==> src/rtl/instr_encoder_loader_if.sv <==
// Load-session bus: session control, instruction fields in, encoded memory writes out.
// The master drives the session and the fields; the slave is the loader.
interface instr_encoder_loader_if;
  logic        start;
  logic [31:0] base_addr;
  logic [7:0]  len;
  logic        in_valid;
  logic        in_ready;
  logic [1:0]  fmt;
  logic [6:0]  opcode;
  logic [4:0]  rd;
  logic [4:0]  rs1;
  logic [4:0]  rs2;
  logic [2:0]  func3;
  logic [6:0]  func7;
  logic [31:0] imm;
  logic        mem_we;
  logic [31:0] mem_addr;
  logic [31:0] mem_wdata;
  logic        busy;
  logic        done;
  logic        err;
  logic [7:0]  word_cnt;

  modport master (
    output start, base_addr, len, in_valid, fmt, opcode, rd, rs1, rs2, func3, func7, imm,
    input  in_ready, mem_we, mem_addr, mem_wdata, busy, done, err, word_cnt
  );

  modport slave (
    input  start, base_addr, len, in_valid, fmt, opcode, rd, rs1, rs2, func3, func7, imm,
    output in_ready, mem_we, mem_addr, mem_wdata, busy, done, err, word_cnt
  );
endinterface

==> src/rtl/instr_encoder_loader.sv <==
// Encodes R/I/S/B instruction fields into 32-bit words and writes a session of
// len words to consecutive instruction-memory addresses, one cycle after accept.
module instr_encoder_loader (
  input  logic                   clk,
  input  logic                   rst,
  instr_encoder_loader_if.slave  bus
);

  typedef enum logic [1:0] {IDLE, LOAD, DONE} state_t;

  state_t      state, state_nxt;
  logic        accept;
  logic        last_word;
  logic [7:0]  len_q;
  logic [31:0] next_addr_q;
  logic        vld_p1;
  logic [31:0] addr_p1;
  logic [31:0] wdata_p1;
  logic        err_p1;
  logic [7:0]  cnt_p1;

  function automatic logic [31:0] encode_word(
    input logic [1:0]  fmt,
    input logic [6:0]  opcode,
    input logic [4:0]  rd,
    input logic [4:0]  rs1,
    input logic [4:0]  rs2,
    input logic [2:0]  func3,
    input logic [6:0]  func7,
    input logic [31:0] imm
  );
    case (fmt)
      2'b00:   encode_word = {func7, rs2, rs1, func3, rd, opcode};
      2'b01:   encode_word = {imm[11:0], rs1, func3, rd, opcode};
      2'b10:   encode_word = {imm[11:5], rs2, rs1, func3, imm[4:0], opcode};
      default: encode_word = {imm[12], imm[10:5], rs2, rs1, func3, imm[4:1], imm[11], opcode};
    endcase
  endfunction

  // A signed range test is equivalent to the upper immediate bits all matching the sign.
  function automatic logic imm_range_err(
    input logic [1:0]         fmt,
    input logic signed [31:0] imm
  );
    case (fmt)
      2'b01, 2'b10: imm_range_err = (imm < -32'sd2048) || (imm > 32'sd2047);
      2'b11:        imm_range_err = (imm < -32'sd4096) || (imm > 32'sd4095) || imm[0];
      default:      imm_range_err = 1'b0;
    endcase
  endfunction

  assign accept    = bus.in_valid && (state == LOAD);
  assign last_word = ((cnt_p1 + 8'd1) == len_q);

  always_comb begin
    state_nxt = state;
    case (state)
      IDLE: begin
        if (bus.start) state_nxt = (bus.len == 8'd0) ? DONE : LOAD;
      end
      LOAD: begin
        if (accept && last_word) state_nxt = DONE;
      end
      DONE:    state_nxt = IDLE;
      default: state_nxt = IDLE;
    endcase
  end

  always_ff @(posedge clk or negedge rst) begin
    if (!rst) state <= IDLE;
    else      state <= state_nxt;
  end

  // Session length and write pointer only matter between a start and the words it covers.
  always_ff @(posedge clk) begin
    if (state == IDLE && bus.start) begin
      len_q       <= bus.len;
      next_addr_q <= bus.base_addr;
    end else if (accept) begin
      next_addr_q <= next_addr_q + 32'd4;
    end
  end

  // p0 -> p1: accepted fields become the registered memory write.
  always_ff @(posedge clk or negedge rst) begin
    if (!rst) begin
      vld_p1   <= 1'b0;
      addr_p1  <= '0;
      wdata_p1 <= '0;
      err_p1   <= 1'b0;
      cnt_p1   <= '0;
    end else begin
      vld_p1 <= accept;
      if (state == IDLE && bus.start) begin
        err_p1 <= 1'b0;
        cnt_p1 <= '0;
      end
      if (accept) begin
        addr_p1  <= next_addr_q;
        wdata_p1 <= encode_word(bus.fmt, bus.opcode, bus.rd, bus.rs1, bus.rs2,
                                bus.func3, bus.func7, bus.imm);
        cnt_p1   <= cnt_p1 + 8'd1;
        if (imm_range_err(bus.fmt, bus.imm)) err_p1 <= 1'b1;
      end
    end
  end

  assign bus.in_ready  = (state == LOAD);
  assign bus.busy      = (state != IDLE);
  assign bus.done      = (state == DONE);
  assign bus.mem_we    = vld_p1;
  assign bus.mem_addr  = addr_p1;
  assign bus.mem_wdata = wdata_p1;
  assign bus.err       = err_p1;
  assign bus.word_cnt  = cnt_p1;

endmodule

==> src/flat_wrapper.sv <==
// flat-port wrapper written by rule: the top's interface ports become plain ports
module instr_encoder_loader_flat 
  (clk, rst, bus_start, bus_base_addr, bus_len, bus_in_valid, bus_fmt, bus_opcode, bus_rd, bus_rs1, bus_rs2, bus_func3, bus_func7, bus_imm, bus_in_ready, bus_mem_we, bus_mem_addr, bus_mem_wdata, bus_busy, bus_done, bus_err, bus_word_cnt);
  instr_encoder_loader_if bus_i ();
  input  logic clk;
  input  logic rst;
  input wire logic [$bits(bus_i.start)-1:0] bus_start;
  input wire logic [$bits(bus_i.base_addr)-1:0] bus_base_addr;
  input wire logic [$bits(bus_i.len)-1:0] bus_len;
  input wire logic [$bits(bus_i.in_valid)-1:0] bus_in_valid;
  input wire logic [$bits(bus_i.fmt)-1:0] bus_fmt;
  input wire logic [$bits(bus_i.opcode)-1:0] bus_opcode;
  input wire logic [$bits(bus_i.rd)-1:0] bus_rd;
  input wire logic [$bits(bus_i.rs1)-1:0] bus_rs1;
  input wire logic [$bits(bus_i.rs2)-1:0] bus_rs2;
  input wire logic [$bits(bus_i.func3)-1:0] bus_func3;
  input wire logic [$bits(bus_i.func7)-1:0] bus_func7;
  input wire logic [$bits(bus_i.imm)-1:0] bus_imm;
  output wire logic [$bits(bus_i.in_ready)-1:0] bus_in_ready;
  output wire logic [$bits(bus_i.mem_we)-1:0] bus_mem_we;
  output wire logic [$bits(bus_i.mem_addr)-1:0] bus_mem_addr;
  output wire logic [$bits(bus_i.mem_wdata)-1:0] bus_mem_wdata;
  output wire logic [$bits(bus_i.busy)-1:0] bus_busy;
  output wire logic [$bits(bus_i.done)-1:0] bus_done;
  output wire logic [$bits(bus_i.err)-1:0] bus_err;
  output wire logic [$bits(bus_i.word_cnt)-1:0] bus_word_cnt;
  assign bus_i.start = bus_start;
  assign bus_i.base_addr = bus_base_addr;
  assign bus_i.len = bus_len;
  assign bus_i.in_valid = bus_in_valid;
  assign bus_i.fmt = bus_fmt;
  assign bus_i.opcode = bus_opcode;
  assign bus_i.rd = bus_rd;
  assign bus_i.rs1 = bus_rs1;
  assign bus_i.rs2 = bus_rs2;
  assign bus_i.func3 = bus_func3;
  assign bus_i.func7 = bus_func7;
  assign bus_i.imm = bus_imm;
  assign bus_in_ready = bus_i.in_ready;
  assign bus_mem_we = bus_i.mem_we;
  assign bus_mem_addr = bus_i.mem_addr;
  assign bus_mem_wdata = bus_i.mem_wdata;
  assign bus_busy = bus_i.busy;
  assign bus_done = bus_i.done;
  assign bus_err = bus_i.err;
  assign bus_word_cnt = bus_i.word_cnt;
  instr_encoder_loader u_core (.clk(clk), .rst(rst), .bus(bus_i));
endmodule
==> config.mk <==
export PLATFORM = sky130hd
export DESIGN_NAME = instr_encoder_loader_flat
export DESIGN_NICKNAME = d
export VERILOG_FILES = /design/src/rtl/instr_encoder_loader_if.sv /design/src/rtl/instr_encoder_loader.sv /design/src/flat_wrapper.sv
export SDC_FILE = /design/constraint.sdc
export NUM_CORES = 1
export LEC_CHECK = 0
export ABC_AREA = 0
export CORE_MARGIN = 2
export CORE_UTILIZATION = 25
export CTS_BUF_LIST = sky130_fd_sc_hd__clkbuf_8 sky130_fd_sc_hd__clkbuf_16
export CTS_CLUSTER_DIAMETER = 50
export DETAILED_ROUTE_END_ITERATION = 10
export PLACE_DENSITY_LB_ADDON = 0.1
export SYNTH_ARGS = -nofsm -noshare
export SYNTH_HDL_FRONTEND = slang
export SYNTH_SLANG_ARGS = --single-unit
==> constraint.sdc <==
create_clock -name clk -period 1.97 [get_ports clk]
set_input_delay 0.4925 -clock clk [delete_from_list [all_inputs] [get_ports clk]]
set_output_delay 0.4925 -clock clk [all_outputs]
set_load 0.02 [all_outputs]
# --- Word level (Yosys, flattened, before mapping) ---
# Index checks and enable logic that the tools add are counted.
totals:
  out_inout_bits: 77
  wordCells: 49
  inputBits: 110
  regBits: 116
op_classes:
  reduce_logical: 13
  eq_ne: 8
  order_cmp: 4
  mux: 14
  add_sub_neg: 2
op_table:
  columns: ["cell", "n"]
  rows:
  - ["32-bit case mux with 3 select lines", 1]
  - ["32-bit two-way mux", 2]
  - ["32-bit by 3-bit adder with 32-bit output (second input constant)", 1]
  - ["32-bit by 12-bit greater-than comparator with 1-bit output (second input constant)", 1]
  - ["32-bit by 13-bit greater-than comparator with 1-bit output (second input constant)", 1]
  - ["32-bit by 12-bit less-than comparator with 1-bit output (second input constant)", 1]
  - ["32-bit by 13-bit less-than comparator with 1-bit output (second input constant)", 1]
  - ["8-bit two-way mux", 2]
  - ["8-bit by 1-bit adder with 8-bit output (second input constant)", 1]
  - ["8-bit equality test", 1]
  - ["8-bit logical NOT", 1]
  - ["2-bit equality test (second input constant)", 3]
  - ["2-bit two-way mux", 3]
  - ["2-bit by 1-bit equality test with 1-bit output (second input constant)", 2]
  - ["2-bit logical NOT", 2]
  - ["1-bit two-way mux", 4]
  - ["2-bit case mux with 2 select lines", 1]
  - ["2-bit nonzero test", 2]
  - ["1-bit logical AND", 3]
  - ["1-bit logical OR", 3]
  - ["2-bit by 1-bit inequality test with 1-bit output (second input constant)", 1]
  - ["2-bit inequality test (second input constant)", 1]
  - ["1-bit case mux with 2 select lines", 1]
  - ["2-bit AND reduction", 1]
  - ["2-bit OR reduction", 1]

# --- Depth between registers and ports, before layout ---
logic_depth:
  ltp_word: 7
  depth_mapped: 7
  ltp_nobuf: 7

# --- Worst setup path after synthesis ---
# No wires, ideal clock.
synth_timing:
  kind: "register to register"
  startpoint: "register u_core.state[1]"
  endpoint: "register u_core.next_addr_q[10], enable pin"
  synth_period_minus_slack_ns: 2.167
  t_required_ns: 1.585
  setup_ns: 0.385
  path_stages_with_launch: 6
  t_arrival_ns: 1.782
  setup_slack_ns: -0.197
  n_path_buf: 0
  path_cell_list: "dfrtp_1 -> nor2b_1 -> nand2_1 -> inv_2 -> nor2_1 -> inv_1"
synth_between:
  elab_chain_cells: 3
  elab_cells_between_ends: 5
  cone_classes: "eq/ne (1); reduce/logical (4)"
synth_lines:
  columns: ["item", "line_no", "source"]
  rows:
  - ["start: declaration", "instr_encoder_loader.sv:11", "state_t state, state_nxt;"]
  - ["start signal: assignment", "instr_encoder_loader.sv:71", "else state <= state_nxt;"]
  - ["2-bit by 1-bit equality test with 1-bit output", null, null]
  - ["via bus_in_ready", "flat_wrapper.sv:19", "output wire logic [$bits(bus_i.in_ready)-1:0] bus_in_ready;"]
  - ["1-bit logical AND", "instr_encoder_loader.sv:52", "assign accept = bus.in_valid && (state == LOAD);"]
  - ["2-bit nonzero test (no source line)", null, null]
  - ["end signal: assignment", "instr_encoder_loader.sv:78", "next_addr_q <= bus.base_addr;"]
  - ["end signal: assignment", "instr_encoder_loader.sv:80", "next_addr_q <= next_addr_q + 32'd4;"]
  - ["end: declaration", "instr_encoder_loader.sv:15", "logic [31:0] next_addr_q;"]
# The timed path passes the listed nets, and every way through them passes these cells.
# A chain may end at the register's enable or synchronous reset.

# --- Worst setup path in the final report ---
layout_timing:
  startpoint: "register u_core.cnt_p1[1] (netlist: u_core.bus.word_cnt[1])"
  endpoint: "register u_core.state[0]"
layout_between:
  elab_chain_cells: 5
layout_lines:
  columns: ["item", "line_no", "source"]
  rows:
  - ["start: declaration", "instr_encoder_loader.sv:20", "logic [7:0] cnt_p1;"]
  - ["start signal: assignment", "instr_encoder_loader.sv:102", "cnt_p1 <= cnt_p1 + 8'd1;"]
  - ["8-bit by 1-bit adder with 8-bit output", "instr_encoder_loader.sv:53", "assign last_word = ((cnt_p1 + 8'd1) == len_q);"]
  - ["8-bit equality test", "instr_encoder_loader.sv:53", null]
  - ["1-bit logical AND", "instr_encoder_loader.sv:62", "if (accept && last_word) state_nxt = DONE;"]
  - ["2-bit by 1-bit inequality test with 1-bit output (no source line)", null, null]
  - ["2-bit AND reduction (no source line)", null, null]
# Every way passes these cells.

==> reports/results.ini <==
[outcome]
outcome = complete, but fails checks
violations = negative setup slack

[floorplan]
ios = 187
core_area_um2 = 21820
start_util_pct = 25.46
die_w_um = 153.1
die_h_um = 153.1
rows = 54
die_area_um2 = 23430

[synthesis]
synthArstFlopShare_pct = 65.52
synth_edf_count = 40
synth_nets = 705
yosysMostFrequentCell = nand2_1
synth_area_leader_cell = dfrtp_1
synth.distinct_cells = 42
synthCells = 587
yosys.area.top_type_share_pct = 34.23
ys_top_cells_by_count = nand2_1 (190), dfrtp_1 (76), nor2_1 (46)
synth_area_um2 = 5555
seq_area_frac_synth_pct = 55.86
ys.flop_type = dfrtp_1
synth-seq-cells = 116
yosys-top-cells-area = dfrtp_1 (34%), edfxtp_1 (22%), nand2_1 (13%), xor2_1 (3.9%), o21ai_0 (3.5%)
syn_avg_cell_area_um2 = 9.464
synth_warnings = 0

[finish]
antenna_cells = 0
final_core_util_pct = 39.29
syn_to_final_growth_pct = 54.35
fin_nets = 916
fill_cells = 2201
layout-drive-gt1-share_pct = 10.85

[timing]
finalClockSkew_ns = 0.01673
hold_viol = 0
worst_pin_slew_ns = 0.4524
rsz0062_at_grt = yes
finalCritPeriodShare_pct = 100.5
slew_viol_final = 0
fin_ws_ns = -0.009998
whs_ns = 0.1069
fin_crit_ns = 1.980
max_slew_margin_pct = 69.77
setup_violations = 1
fmax_mhz = 505.1

[grt]
track_usage_pct = 14.36
antenna_found_initial = 0
grt_pass1_vias = 5046
overflow = 0
grt_max_degree = 77
grt_pass1_wl_um = 26690

[cts]
clockRootBuffer = clkbuf_16
htreeDepth = 4
cts_tree = yes
ctsHoldBuffers = 0
cts_inserted_buffers = 17
cts_buffer_depth = 2
insertion_delay_ns = 0.42
cts.sinks = 116
clk_pin_slew_ns = 0.06

[routing]
avgViaCountPerCell = 4.458
drt-initial-drc-count = 185
ant_nets = 0
dr.pass1.iters = 4
wl_per_cell_um = 15.32
post-route-drc-count = 0
drt-total-wl_um = 16710
vias = 4864

[pwr]
power_leakage_uw = 0.003573
power_density_nw_per_um2 = 1212
max-vdd-ir-drop_uv = 609.2

[critical_path]
crit_family = compound AO/OA/AOI/OAI gates
path_cells = ha_4 -> nand2b_4 -> o211ai_2 -> or3b_1 -> a2111oi_2 -> o21ai_1 -> a22o_1
worst_setup_path_start_kind = flip-flop
worst-path-buf-inv = 0
path_max_fanout = 5
critPathMaxStageDelay_ns = 0.42
cp_slowest_cell = dfrtp_2
cp-end-kind = flip-flop
crit_type = reg2reg
cp.required_ns = 2.26
critPathArrivalTime_ns = 2.27

[placed_design]
gp_congestion = 0.7713
dp_slack_ns = -0.4096
dp_hpwl_um = 12120
place.port_buffers = 186

[hold_path]
holdCritPathClass = in2async

[flow_run]
maxCapViolations = 0

[logic make-up (layout without fill, tap and decap cells)]
family | Yosys count | count (layout) | share of synthesized area, %
compound gates | 77 | 77 | 8.671
xor+xnor | 37 | 37 | 5.833
fa+ha+maj | 8 | 8 | 1.802
buf+inv | 35 | 259 | 2.770
flops | 116 | 116 | 55.86
simple gates | 314 | 314 | 25.07
[cell usage in the layout (no fill, tap or decap), drive strengths merged, types with 3 or more instances in the layout]
| master | synthesis | routed |
|---|---|---|
| nand4 | 14 | 14 |
| o21ai | 44 | 44 |
| o211ai | 4 | 4 |
| ha | 8 | 8 |
| dlygate4sd2 | 0 | 11 |
| xnor2 | 12 | 12 |
| dfrtp | 76 | 76 |
| and3 | 16 | 16 |
| clkbuf | 18 | 18 |
| nor2b | 6 | 6 |
| edfxtp | 40 | 40 |
| a221oi | 15 | 15 |
| a21oi | 8 | 8 |
| inv | 7 | 9 |
| clkinv | 0 | 7 |
| clkinvlp | 0 | 3 |
| buf | 10 | 35 |
| nor4 | 7 | 7 |
| nand2 | 191 | 191 |
| or3 | 3 | 3 |
| clkdlybuf4s50 | 0 | 173 |
| nand3 | 18 | 18 |
| nor2 | 46 | 46 |
| and4 | 3 | 3 |
| bufinv | 0 | 3 |
| xor2 | 25 | 25 |
[through the flow]
| step | setup TNS, ns | total power [uW] | instances | cell area [um^2] |
|---|---|---|---|---|
| final | -0.009998 | 10390 | 1091 | 8574 |
| after global routing | -0.1135 | 11020 | 1091 | 8574 |
| after CTS | -0.01209 | 10530 | 1091 | 8554 |
| after detailed placement | -9.155 | 7445 | 1059 | 7984 |
| after global placement | -8.167 | 7387 | 1059 | 7984 |
| after floorplan | 0 | 5524 | 587 | 5582 |
[report_power, final]
part / total [uW] / switching, uW / leakage, uW / internal [uW]
sequential: 3780 / 469 / 0.00131 / 3310
combinational: 3560 / 1860 / 0.00198 / 1700
clock: 3050 / 1100 / 0.000291 / 1950
total: 10400 / 3430 / 0.00357 / 6960
[layer usage]
metal,track usage (%),share of wire [%],vias up
met3,3.572,4.4,20
met2,23.70,48,137
met1,18.35,46,2280
met4,4.982,1.9,0
met5,0,0,-
li1,-,-,2427
[final cells by class]
cell class	instances	area (um^2)	area share, %
multi-input cells	436	2356	27.48
clock buffers	17	425.4	4.961
clock inverters	15	148.9	1.736
well taps	280	350.3	4.086
inverters	7	30.03	0.3502
repair buffers	220	2158	25.17
flip-flops and latches	116	3105	36.22
[repair_timing]
item                                    CTS  global route
gates resized for setup                  15             6
endpoints found under the setup margin   13            11
buffers inserted                          0             0
pin swaps                                 1             0
[path summary, 6_finish.rpt]
kind	depth (start not counted)	end	from	slack (ns)
max reg2reg	7	u_core.state[0]$_DFFE_PN0P_	u_core.bus.word_cnt[1]$_DFFE_PN0P_	-0.01
max in group asynchronous	2	u_core.bus.word_cnt[1]$_DFFE_PN0P_	rst	1.53
min	2	u_core.bus.word_cnt[5]$_DFFE_PN0P_	rst	0.11
max	7	u_core.state[0]$_DFFE_PN0P_	u_core.bus.word_cnt[1]$_DFFE_PN0P_	-0.01
min in group clk	2	u_core.bus.mem_addr[0]$_DFFE_PN0P_	u_core.next_addr_q[0]$_DFFE_PP_	0.44
min reg2reg	2	u_core.bus.mem_addr[0]$_DFFE_PN0P_	u_core.next_addr_q[0]$_DFFE_PP_	0.44
[state kept, by name, indices dropped and copies added, names as in the netlist]
| name | cells |
|---|---|
| u_core.bus.err | 1 |
| u_core.bus.mem_addr | 32 |
| u_core.bus.mem_wdata | 32 |
| u_core.bus.mem_we | 1 |
| u_core.bus.word_cnt | 8 |
| u_core.len_q | 8 |
| u_core.next_addr_q | 32 |
| u_core.state | 2 |
No activity file was read; power rests on OpenSTA's default activity.
